[config.mk]
export PLATFORM = sky130hd
export DESIGN_NAME = glb_ld_dma_addr_gen_flat
export DESIGN_NICKNAME = d
export VERILOG_FILES = /design/src/rtl/glb_ld_dma_addr_gen_pkg.sv /design/src/rtl/glb_ld_dma_addr_gen_if.sv /design/src/rtl/glb_ld_dma_addr_gen_loop_iter.sv /design/src/rtl/glb_ld_dma_addr_gen.sv /design/src/flat_wrapper.sv
export SDC_FILE = /design/constraint.sdc
export NUM_CORES = 2
export LEC_CHECK = 0
export BUFFER_PORTS_ARGS = -buffer_cell sky130_fd_sc_hd__buf_2
export CAP_MARGIN = 10
export CORE_MARGIN = 2
export CORE_UTILIZATION = 40
export CTS_CLUSTER_SIZE = 25
export DETAILED_ROUTE_END_ITERATION = 16
export GPL_ROUTABILITY_DRIVEN = 0
export PLACE_DENSITY = 0.57
export SLEW_MARGIN = 20
export SYNTH_ARGS = -nofsm -noshare
export SYNTH_HDL_FRONTEND = slang
export SYNTH_HIERARCHICAL = 1
export SYNTH_SLANG_ARGS = --single-unit
[constraint.sdc]
create_clock -name clk -period 5.6 [get_ports clk]
set_input_delay 0.84 -clock clk [delete_from_list [all_inputs] [get_ports clk]]
set_output_delay 0.84 -clock clk [all_outputs]
set_load 0.02 [all_outputs]
[src/rtl/glb_ld_dma_addr_gen_pkg.sv]
//==============================================================================
// Module : glb_ld_dma_addr_gen_pkg
// Brief  : Shared sizes, header types, run modes and FSM states for the GLB load DMA.
// Rev    : 1.0
//==============================================================================
`default_nettype none

package glb_ld_dma_addr_gen_pkg;

   localparam int LOOP_LEVEL          = 4;
   localparam int QUEUE_DEPTH         = 4;
   localparam int GLB_ADDR_WIDTH      = 22;
   localparam int MAX_NUM_WORDS_WIDTH = 16;
   localparam int MAX_STRIDE_WIDTH    = 16;
   localparam int QIDX_WIDTH          = $clog2(QUEUE_DEPTH);
   localparam int HDR_WIDTH           = 1 + GLB_ADDR_WIDTH
                                      + LOOP_LEVEL * (MAX_NUM_WORDS_WIDTH + MAX_STRIDE_WIDTH)
                                      + 2 * MAX_NUM_WORDS_WIDTH;

   localparam logic [1:0] MODE_OFF       = 2'd0;
   localparam logic [1:0] MODE_NORMAL    = 2'd1;
   localparam logic [1:0] MODE_REPEAT    = 2'd2;
   localparam logic [1:0] MODE_AUTO_INCR = 2'd3;

   typedef struct packed {
      logic [MAX_NUM_WORDS_WIDTH-1:0] range;
      logic [MAX_STRIDE_WIDTH-1:0]    stride;
   } loop_ctrl_t;

   typedef struct packed {
      logic                                valid;
      logic [GLB_ADDR_WIDTH-1:0]           start_addr;
      loop_ctrl_t [LOOP_LEVEL-1:0]         iteration;
      logic [MAX_NUM_WORDS_WIDTH-1:0]      num_active_words;
      logic [MAX_NUM_WORDS_WIDTH-1:0]      num_inactive_words;
   } dma_ld_header_t;

   typedef enum logic [2:0] {
      ST_IDLE   = 3'd0,
      ST_LOAD   = 3'd1,
      ST_ACTIVE = 3'd2,
      ST_GAP    = 3'd3,
      ST_NEXT   = 3'd4
   } state_t;

   // A header produces requests only when valid and every loop level iterates at least once.
   function automatic logic hdr_runnable(input dma_ld_header_t h);
      logic ok;
      ok = h.valid;
      for (int i = 0; i < LOOP_LEVEL; i++) begin
         if (h.iteration[i].range == '0) ok = 1'b0;
      end
      return ok;
   endfunction

endpackage

`default_nettype wire

[src/rtl/glb_ld_dma_addr_gen_if.sv]
//==============================================================================
// Module : glb_ld_dma_addr_gen_if
// Brief  : Control, header-write and read-request bundle of the GLB load DMA.
// Rev    : 1.0
//==============================================================================
`default_nettype none

interface glb_ld_dma_addr_gen_if;
   import glb_ld_dma_addr_gen_pkg::*;

   logic [1:0]                mode;
   logic                      start;
   logic                      hdr_wr_en;
   logic [QIDX_WIDTH-1:0]     hdr_wr_idx;
   logic [HDR_WIDTH-1:0]      hdr_wr_data;
   logic                      rd_ready;
   logic                      rd_en;
   logic [GLB_ADDR_WIDTH-1:0] rd_addr;
   logic                      busy;
   logic                      done;
   logic [QIDX_WIDTH-1:0]     cur_entry;

   modport master (
      output mode, start, hdr_wr_en, hdr_wr_idx, hdr_wr_data, rd_ready,
      input  rd_en, rd_addr, busy, done, cur_entry
   );

   modport slave (
      input  mode, start, hdr_wr_en, hdr_wr_idx, hdr_wr_data, rd_ready,
      output rd_en, rd_addr, busy, done, cur_entry
   );

endinterface

`default_nettype wire

[src/rtl/glb_ld_dma_addr_gen_loop_iter.sv]
//==============================================================================
// Module : glb_loop_iter
// Brief  : One loop level: iteration counter, running stride offset, carry chain.
// Rev    : 1.0
//==============================================================================
`default_nettype none

module glb_loop_iter
   import glb_ld_dma_addr_gen_pkg::*;
(
   input  wire logic                           clk,
   input  wire logic                           reset_n,
   input  wire logic                           i_clear,
   input  wire logic                           i_step,
   input  wire logic [MAX_NUM_WORDS_WIDTH-1:0] i_range,
   input  wire logic [MAX_STRIDE_WIDTH-1:0]    i_stride,
   output logic                                o_carry,
   output logic [GLB_ADDR_WIDTH-1:0]           o_offset
);

   logic [MAX_NUM_WORDS_WIDTH-1:0] r_itr;
   logic [GLB_ADDR_WIDTH-1:0]      r_offset;
   logic                           w_wrap;

   assign w_wrap   = (r_itr == i_range - MAX_NUM_WORDS_WIDTH'(1));
   assign o_carry  = i_step && w_wrap;
   assign o_offset = r_offset;

   // Offset tracks itr*stride by accumulation, so no multiplier is needed.
   always_ff @(posedge clk or negedge reset_n) begin
      if (!reset_n) begin
         r_itr    <= '0;
         r_offset <= '0;
      end else if (i_clear) begin
         r_itr    <= '0;
         r_offset <= '0;
      end else if (i_step) begin
         if (w_wrap) begin
            r_itr    <= '0;
            r_offset <= '0;
         end else begin
            r_itr    <= r_itr + MAX_NUM_WORDS_WIDTH'(1);
            r_offset <= r_offset + GLB_ADDR_WIDTH'(i_stride);
         end
      end
   end

endmodule

`default_nettype wire

[src/rtl/glb_ld_dma_addr_gen.sv]
//==============================================================================
// Module : glb_ld_dma_addr_gen
// Brief  : Queued multi-level load-DMA read-address generator with duty cycling.
// Rev    : 1.0
//==============================================================================
`default_nettype none

module glb_ld_dma_addr_gen
   import glb_ld_dma_addr_gen_pkg::*;
(
   input  wire logic             clk,
   input  wire logic             reset_n,
   glb_ld_dma_addr_gen_if.slave  bus
);

   localparam int CW = MAX_NUM_WORDS_WIDTH + 1;

   state_t                    r_state, w_state_nxt;
   dma_ld_header_t            r_queue [QUEUE_DEPTH];
   dma_ld_header_t            r_hdr;
   dma_ld_header_t            w_cur;
   logic [QIDX_WIDTH-1:0]     r_ptr, w_ptr_nxt, w_ptr_inc;
   logic [1:0]                r_run_mode;
   logic [MAX_NUM_WORDS_WIDTH-1:0] r_word_cnt, r_gap_cnt;
   logic                      r_done, w_done_nxt;
   logic [LOOP_LEVEL:0]       w_step;
   logic [GLB_ADDR_WIDTH-1:0] w_off [LOOP_LEVEL];
   logic [GLB_ADDR_WIDTH-1:0] w_addr;
   logic                      w_rd_en, w_accept, w_last, w_gap_hit, w_gap_end;
   logic                      w_any_valid, w_ptr_last, w_nxt_invalid;

   always_ff @(posedge clk or negedge reset_n) begin
      if (!reset_n) begin
         for (int i = 0; i < QUEUE_DEPTH; i++) r_queue[i] <= '0;
      end else if (bus.hdr_wr_en) begin
         r_queue[bus.hdr_wr_idx] <= dma_ld_header_t'(bus.hdr_wr_data);
      end
   end

   always_comb begin
      w_any_valid = 1'b0;
      for (int i = 0; i < QUEUE_DEPTH; i++) w_any_valid = w_any_valid | r_queue[i].valid;
   end

   assign w_cur         = r_queue[r_ptr];
   assign w_ptr_inc     = r_ptr + QIDX_WIDTH'(1);
   assign w_ptr_last    = (r_ptr == QIDX_WIDTH'(QUEUE_DEPTH - 1));
   assign w_nxt_invalid = !r_queue[w_ptr_inc].valid;

   assign w_rd_en   = (r_state == ST_ACTIVE) && r_hdr.valid;
   assign w_accept  = w_rd_en && bus.rd_ready;
   assign w_step[0] = w_accept;
   assign w_last    = w_step[LOOP_LEVEL];
   assign w_gap_hit = (r_hdr.num_active_words != '0) && (r_hdr.num_inactive_words != '0)
                   && (({1'b0, r_word_cnt} + CW'(1)) == {1'b0, r_hdr.num_active_words});
   assign w_gap_end = (({1'b0, r_gap_cnt} + CW'(1)) == {1'b0, r_hdr.num_inactive_words});

   generate
      for (genvar lvl = 0; lvl < LOOP_LEVEL; lvl++) begin : g_loop
         glb_loop_iter u_iter (
            .clk      (clk),
            .reset_n  (reset_n),
            .i_clear  (r_state == ST_LOAD),
            .i_step   (w_step[lvl]),
            .i_range  (r_hdr.iteration[lvl].range),
            .i_stride (r_hdr.iteration[lvl].stride),
            .o_carry  (w_step[lvl+1]),
            .o_offset (w_off[lvl])
         );
      end
   endgenerate

   always_comb begin
      w_addr = r_hdr.start_addr;
      for (int i = 0; i < LOOP_LEVEL; i++) w_addr = w_addr + w_off[i];
   end

   always_comb begin
      w_state_nxt = r_state;
      w_ptr_nxt   = r_ptr;
      w_done_nxt  = 1'b0;
      case (r_state)
         ST_IDLE: begin
            if (bus.start && (bus.mode != MODE_OFF)) begin
               w_state_nxt = ST_LOAD;
               if (bus.mode != MODE_AUTO_INCR) w_ptr_nxt = '0;
            end
         end
         ST_LOAD:   w_state_nxt = hdr_runnable(w_cur) ? ST_ACTIVE : ST_NEXT;
         // Outermost wrap ends the entry even if a gap would also be due.
         ST_ACTIVE: begin
            if (w_accept) begin
               if (w_last)         w_state_nxt = ST_NEXT;
               else if (w_gap_hit) w_state_nxt = ST_GAP;
            end
         end
         ST_GAP:    if (w_gap_end) w_state_nxt = ST_ACTIVE;
         ST_NEXT: begin
            w_ptr_nxt = w_ptr_inc;
            if (r_run_mode == MODE_REPEAT) begin
               if ((bus.mode != MODE_REPEAT) || !w_any_valid) begin
                  w_state_nxt = ST_IDLE;
                  w_done_nxt  = 1'b1;
               end else begin
                  w_state_nxt = ST_LOAD;
                  if (w_ptr_last || w_nxt_invalid) w_ptr_nxt = '0;
               end
            end else if ((r_run_mode == MODE_AUTO_INCR) || w_ptr_last || w_nxt_invalid) begin
               w_state_nxt = ST_IDLE;
               w_done_nxt  = 1'b1;
            end else begin
               w_state_nxt = ST_LOAD;
            end
         end
         default: w_state_nxt = ST_IDLE;
      endcase
   end

   always_ff @(posedge clk or negedge reset_n) begin
      if (!reset_n) begin
         r_state    <= ST_IDLE;
         r_ptr      <= '0;
         r_done     <= 1'b0;
         r_run_mode <= MODE_OFF;
      end else begin
         r_state <= w_state_nxt;
         r_ptr   <= w_ptr_nxt;
         r_done  <= w_done_nxt;
         if ((r_state == ST_IDLE) && bus.start && (bus.mode != MODE_OFF)) r_run_mode <= bus.mode;
      end
   end

   always_ff @(posedge clk or negedge reset_n) begin
      if (!reset_n) begin
         r_hdr      <= '0;
         r_word_cnt <= '0;
         r_gap_cnt  <= '0;
      end else begin
         if (r_state == ST_LOAD) begin
            r_hdr      <= w_cur;
            r_word_cnt <= '0;
         end else if (w_accept) begin
            r_word_cnt <= w_gap_hit ? '0 : r_word_cnt + MAX_NUM_WORDS_WIDTH'(1);
         end
         r_gap_cnt <= (r_state == ST_GAP) ? r_gap_cnt + MAX_NUM_WORDS_WIDTH'(1) : '0;
      end
   end

   assign bus.rd_en     = w_rd_en;
   assign bus.rd_addr   = w_addr;
   assign bus.busy      = (r_state != ST_IDLE);
   assign bus.done      = r_done;
   assign bus.cur_entry = r_ptr;

endmodule

`default_nettype wire
[src/flat_wrapper.sv]
// flat-port wrapper written by rule: the top's interface ports become plain ports
module glb_ld_dma_addr_gen_flat import glb_ld_dma_addr_gen_pkg::*;
  (clk, reset_n, bus_mode, bus_start, bus_hdr_wr_en, bus_hdr_wr_idx, bus_hdr_wr_data, bus_rd_ready, bus_rd_en, bus_rd_addr, bus_busy, bus_done, bus_cur_entry);
  glb_ld_dma_addr_gen_if bus_i ();
  input  wire logic clk;
  input  wire logic reset_n;
  input wire logic [$bits(bus_i.mode)-1:0] bus_mode;
  input wire logic [$bits(bus_i.start)-1:0] bus_start;
  input wire logic [$bits(bus_i.hdr_wr_en)-1:0] bus_hdr_wr_en;
  input wire logic [$bits(bus_i.hdr_wr_idx)-1:0] bus_hdr_wr_idx;
  input wire logic [$bits(bus_i.hdr_wr_data)-1:0] bus_hdr_wr_data;
  input wire logic [$bits(bus_i.rd_ready)-1:0] bus_rd_ready;
  output wire logic [$bits(bus_i.rd_en)-1:0] bus_rd_en;
  output wire logic [$bits(bus_i.rd_addr)-1:0] bus_rd_addr;
  output wire logic [$bits(bus_i.busy)-1:0] bus_busy;
  output wire logic [$bits(bus_i.done)-1:0] bus_done;
  output wire logic [$bits(bus_i.cur_entry)-1:0] bus_cur_entry;
  assign bus_i.mode = bus_mode;
  assign bus_i.start = bus_start;
  assign bus_i.hdr_wr_en = bus_hdr_wr_en;
  assign bus_i.hdr_wr_idx = bus_hdr_wr_idx;
  assign bus_i.hdr_wr_data = bus_hdr_wr_data;
  assign bus_i.rd_ready = bus_rd_ready;
  assign bus_rd_en = bus_i.rd_en;
  assign bus_rd_addr = bus_i.rd_addr;
  assign bus_busy = bus_i.busy;
  assign bus_done = bus_i.done;
  assign bus_cur_entry = bus_i.cur_entry;
  glb_ld_dma_addr_gen u_core (.clk(clk), .reset_n(reset_n), .bus(bus_i));
endmodule
==> impl_metrics.json <==
{
  "cp-end-kind": "output pin",
  "synth_top_area_share_pct": 49.5,
  "maxSlewHeadroom_pct": 28.8,
  "avgSynthCellArea_um2": 13.1,
  "ios": 219,
  "cts-buffers-inserted": 121,
  "antenna_found_initial": 35,
  "dieArea_um2": 143000,
  "routedWlPerCell_um": 21.0,
  "drt_wl_total_um": 136000,
  "track_usage_pct": 19.3,
  "fmax_mhz": 178,
  "synth_edf_count": 0,
  "grt_pass1_wl_um": 215000,
  "clkSlewWorstSetupHoldPaths_ps": 60,
  "route.vias.total": 34900,
  "report.final.slew_viol_count": 0,
  "io_buffers": 218,
  "violations": "negative setup slack",
  "synth_top_family_by_area": "multiplexers",
  "tightest_slew_ps": 1070,
  "crit_fanout": 3,
  "synth_compound_area_share_pct": 6.54,
  "first_pass_iters": 5,
  "cts_max_path_buffers": 3,
  "grt_pass1_vias": 36100,
  "die_w_um": 378,
  "synth-xor-area-share_pct": 2.89,
  "routed_via_density": 5.38,
  "synth_ff_type": "dfrtp_1",
  "cts_sinks": 1107,
  "rsz0062_at_grt": "yes",
  "h-tree-depth": 3,
  "yosysUniqueCellTypes": 81,
  "cts_root_buf": "clkbuf_16",
  "hold_path.class": "input port to asynchronous set/reset pin",
  "post-route-period-util_pct": 100,
  "syn_inst": 4286,
  "setup_slack_ps": -9.39,
  "clk_latency_ps": 760,
  "hold_buffers": 0,
  "drc": 0,
  "status": "finished with violations",
  "fin_nets": 4847,
  "antenna_left": 0,
  "grt-ovfl-total": 0,
  "critPathArrivalTime_ps": 4770,
  "setup_violations": 1,
  "core_um2": 139000,
  "synth_commonest_cells": "dfrtp_1 (1107), mux2_2 (900), inv_1 (242)",
  "period_needed_ps": 5610,
  "synth_warnings": 6,
  "worstPathRequired_ps": 4760,
  "ys_seq_elements": 1107,
  "post-synth-top-count-cell": "dfrtp_1",
  "start_kind": "flop",
  "async_flop_share_pct": 100,
  "cts_tree": "built",
  "final-hold-violation-count": 0,
  "ys_seq_area_share_pct": 49.5,
  "yosys-top-cells-area": "dfrtp_1 (49%), mux2_2 (18%), mux4_2 (7.4%)",
  "rows": 137,
  "start_util_pct": 40.2,
  "die_h_um": 378,
  "finalClockSkew_ps": 59.9,
  "yosys.area_share.simple_pct": 6.74,
  "path_class": "flop to output pin",
  "synth_nets": 4641,
  "hpwl_um": 92500,
  "finalPower_mw": 19.8,
  "p_leak_nw": 27.9,
  "synthMuxAreaShare_pct": 26.4,
  "maxCapViolCount": 0,
  "drive_gt1_share_pct": 37.5,
  "grt_max_degree": 161,
  "yosys.area_share.adder_pct": 4.53,
  "drtIter0Drc": 1982,
  "ir_drop_uv": 297,
  "area_growth_pct": 14.0,
  "power.density_nw_per_um2": 310,
  "syn_area_um2": 56000,
  "synth_top_area_cell": "dfrtp_1",
  "dp_slack_ps": 279
}
[critical path: stages, from the launching register on]
cell	delay [ps]
dfrtp_1	370
inv_2	50
fa_1	540
inv_2	40
fa_1	470
inv_1	50
fa_1	490
inv_2	50
ha_4	230
a2111oi_4	320
o21ai_2	120
a41oi_2	210
o211ai_1	150
a211o_1	340
a31oi_1	180
o21bai_1	100
xor2_1	190
buf_4	170
[layout make-up]
class                      instances  area [um^2]
inverter                         246          923
timing repair buffer             300         1970
tap                             1876         2350
clock buffer                     175         3520
sequential                      1107        27700
clock inverter                    47          648
multi-input combinational       2716        26700
fill                           12700        75400
antenna                           10         25.0
[through the flow]
stage               hold WS [ps]  TNS, ps  cell area (um^2)  util [%]  instances
detailed placement           467        0             59200      42.5       6222
global placement             462        0             59200      42.5       6221
global route                99.0     -894             63800      45.8       6472
finish                      83.0    -9.39             63800      45.8       6477
CTS                         99.7    -24.6             63600      45.7       6457
floorplan                    450        0             56000         -       4286
[routing by layer]
| metal | vias to the layer above | wire (um) | track usage, % |
|---|---|---|---|
| li1 | 16000 | - | - |
| met1 | 18100 | 61000 | 25.9 |
| met2 | 535 | 64800 | 31.0 |
| met3 | 220 | 6610 | 4.39 |
| met4 | 34 | 3720 | 5.68 |
| met5 | - | 213 | 0 |
[where the power goes]
part	switching (mW)	internal [mW]
clock network	3.42	4.87
registers	0.459	9.00
logic	0.761	1.25
total	4.64	15.1
[path summary, 6_finish.rpt]
path	cells after the start	start	endpoint	slack, ps
worst max-delay path	17	u_core/g_loop[2].u_iter/o_offset[7]$_DFFE_PN0P_	bus_rd_addr[18]	-9
worst min-delay path	1	reset_n	u_core/r_queue[597]$_DFFE_PN0P_	80
worst max register to register	16	u_core/r_hdr[48]$_DFFE_PN0P_	u_core/g_loop[3].u_iter/r_itr[14]$_DFFE_PN0P_	860
worst min register to register	1	u_core/r_run_mode[0]$_DFFE_PN0P_	u_core/r_run_mode[0]$_DFFE_PN0P_	480
max in group asynchronous	2	reset_n	u_core/r_queue[490]$_DFFE_PN0P_	4010
min in group clk	2	bus_hdr_wr_data[154]	u_core/r_queue[337]$_DFFE_PN0P_	350
[what timing repair did]
item | 4_1_cts | 5_1_grt
setup endpoints to repair | 9 | 8
resized for setup | 35 | 22
cloned | 0 | 0
pin swaps | 23 | 18
setup buffers | 13 | 9
[cell usage in the layout (no fill, tap or decap), drive strengths merged, types with 18 or more instances in the layout]
master,n
a21o,31
a21oi,133
a22o,32
and3,46
buf,300
clkbuf,175
clkinv,30
dfrtp,1107
fa,66
ha,97
inv,248
mux2,900
mux2i,51
mux4,184
nand2,177
nand2b,37
nand3,107
nand4,36
nor2,99
nor3,28
nor4,45
o211ai,18
o21ai,174
o21bai,18
o31ai,20
or3,30
or4,22
xnor2,114
xor2,71
[state kept, by name, summed over array words and instances, names as in the netlist, 3 cells and up]
name / count
u_core/r_queue: 732
u_core/r_state: 3
u_core/g_loop.u_iter/r_itr: 64
u_core/g_loop.u_iter/o_offset: 88
u_core/r_hdr: 183
u_core/r_gap_cnt: 16
u_core/r_word_cnt: 16
[logic make-up (layout without fill, tap and decap cells)]
group	count (synthesis)	after routing
AOI/OAI and AO/OA	533	533
adders and majority gates	163	163
DFF	1107	1107
other	0	10
xor gates and xnor gates	185	185
and+or+nand+nor	700	700
buffers and inverters	463	768
muxes	1135	1135
Note: power is estimated with default switching activity, not from simulation.
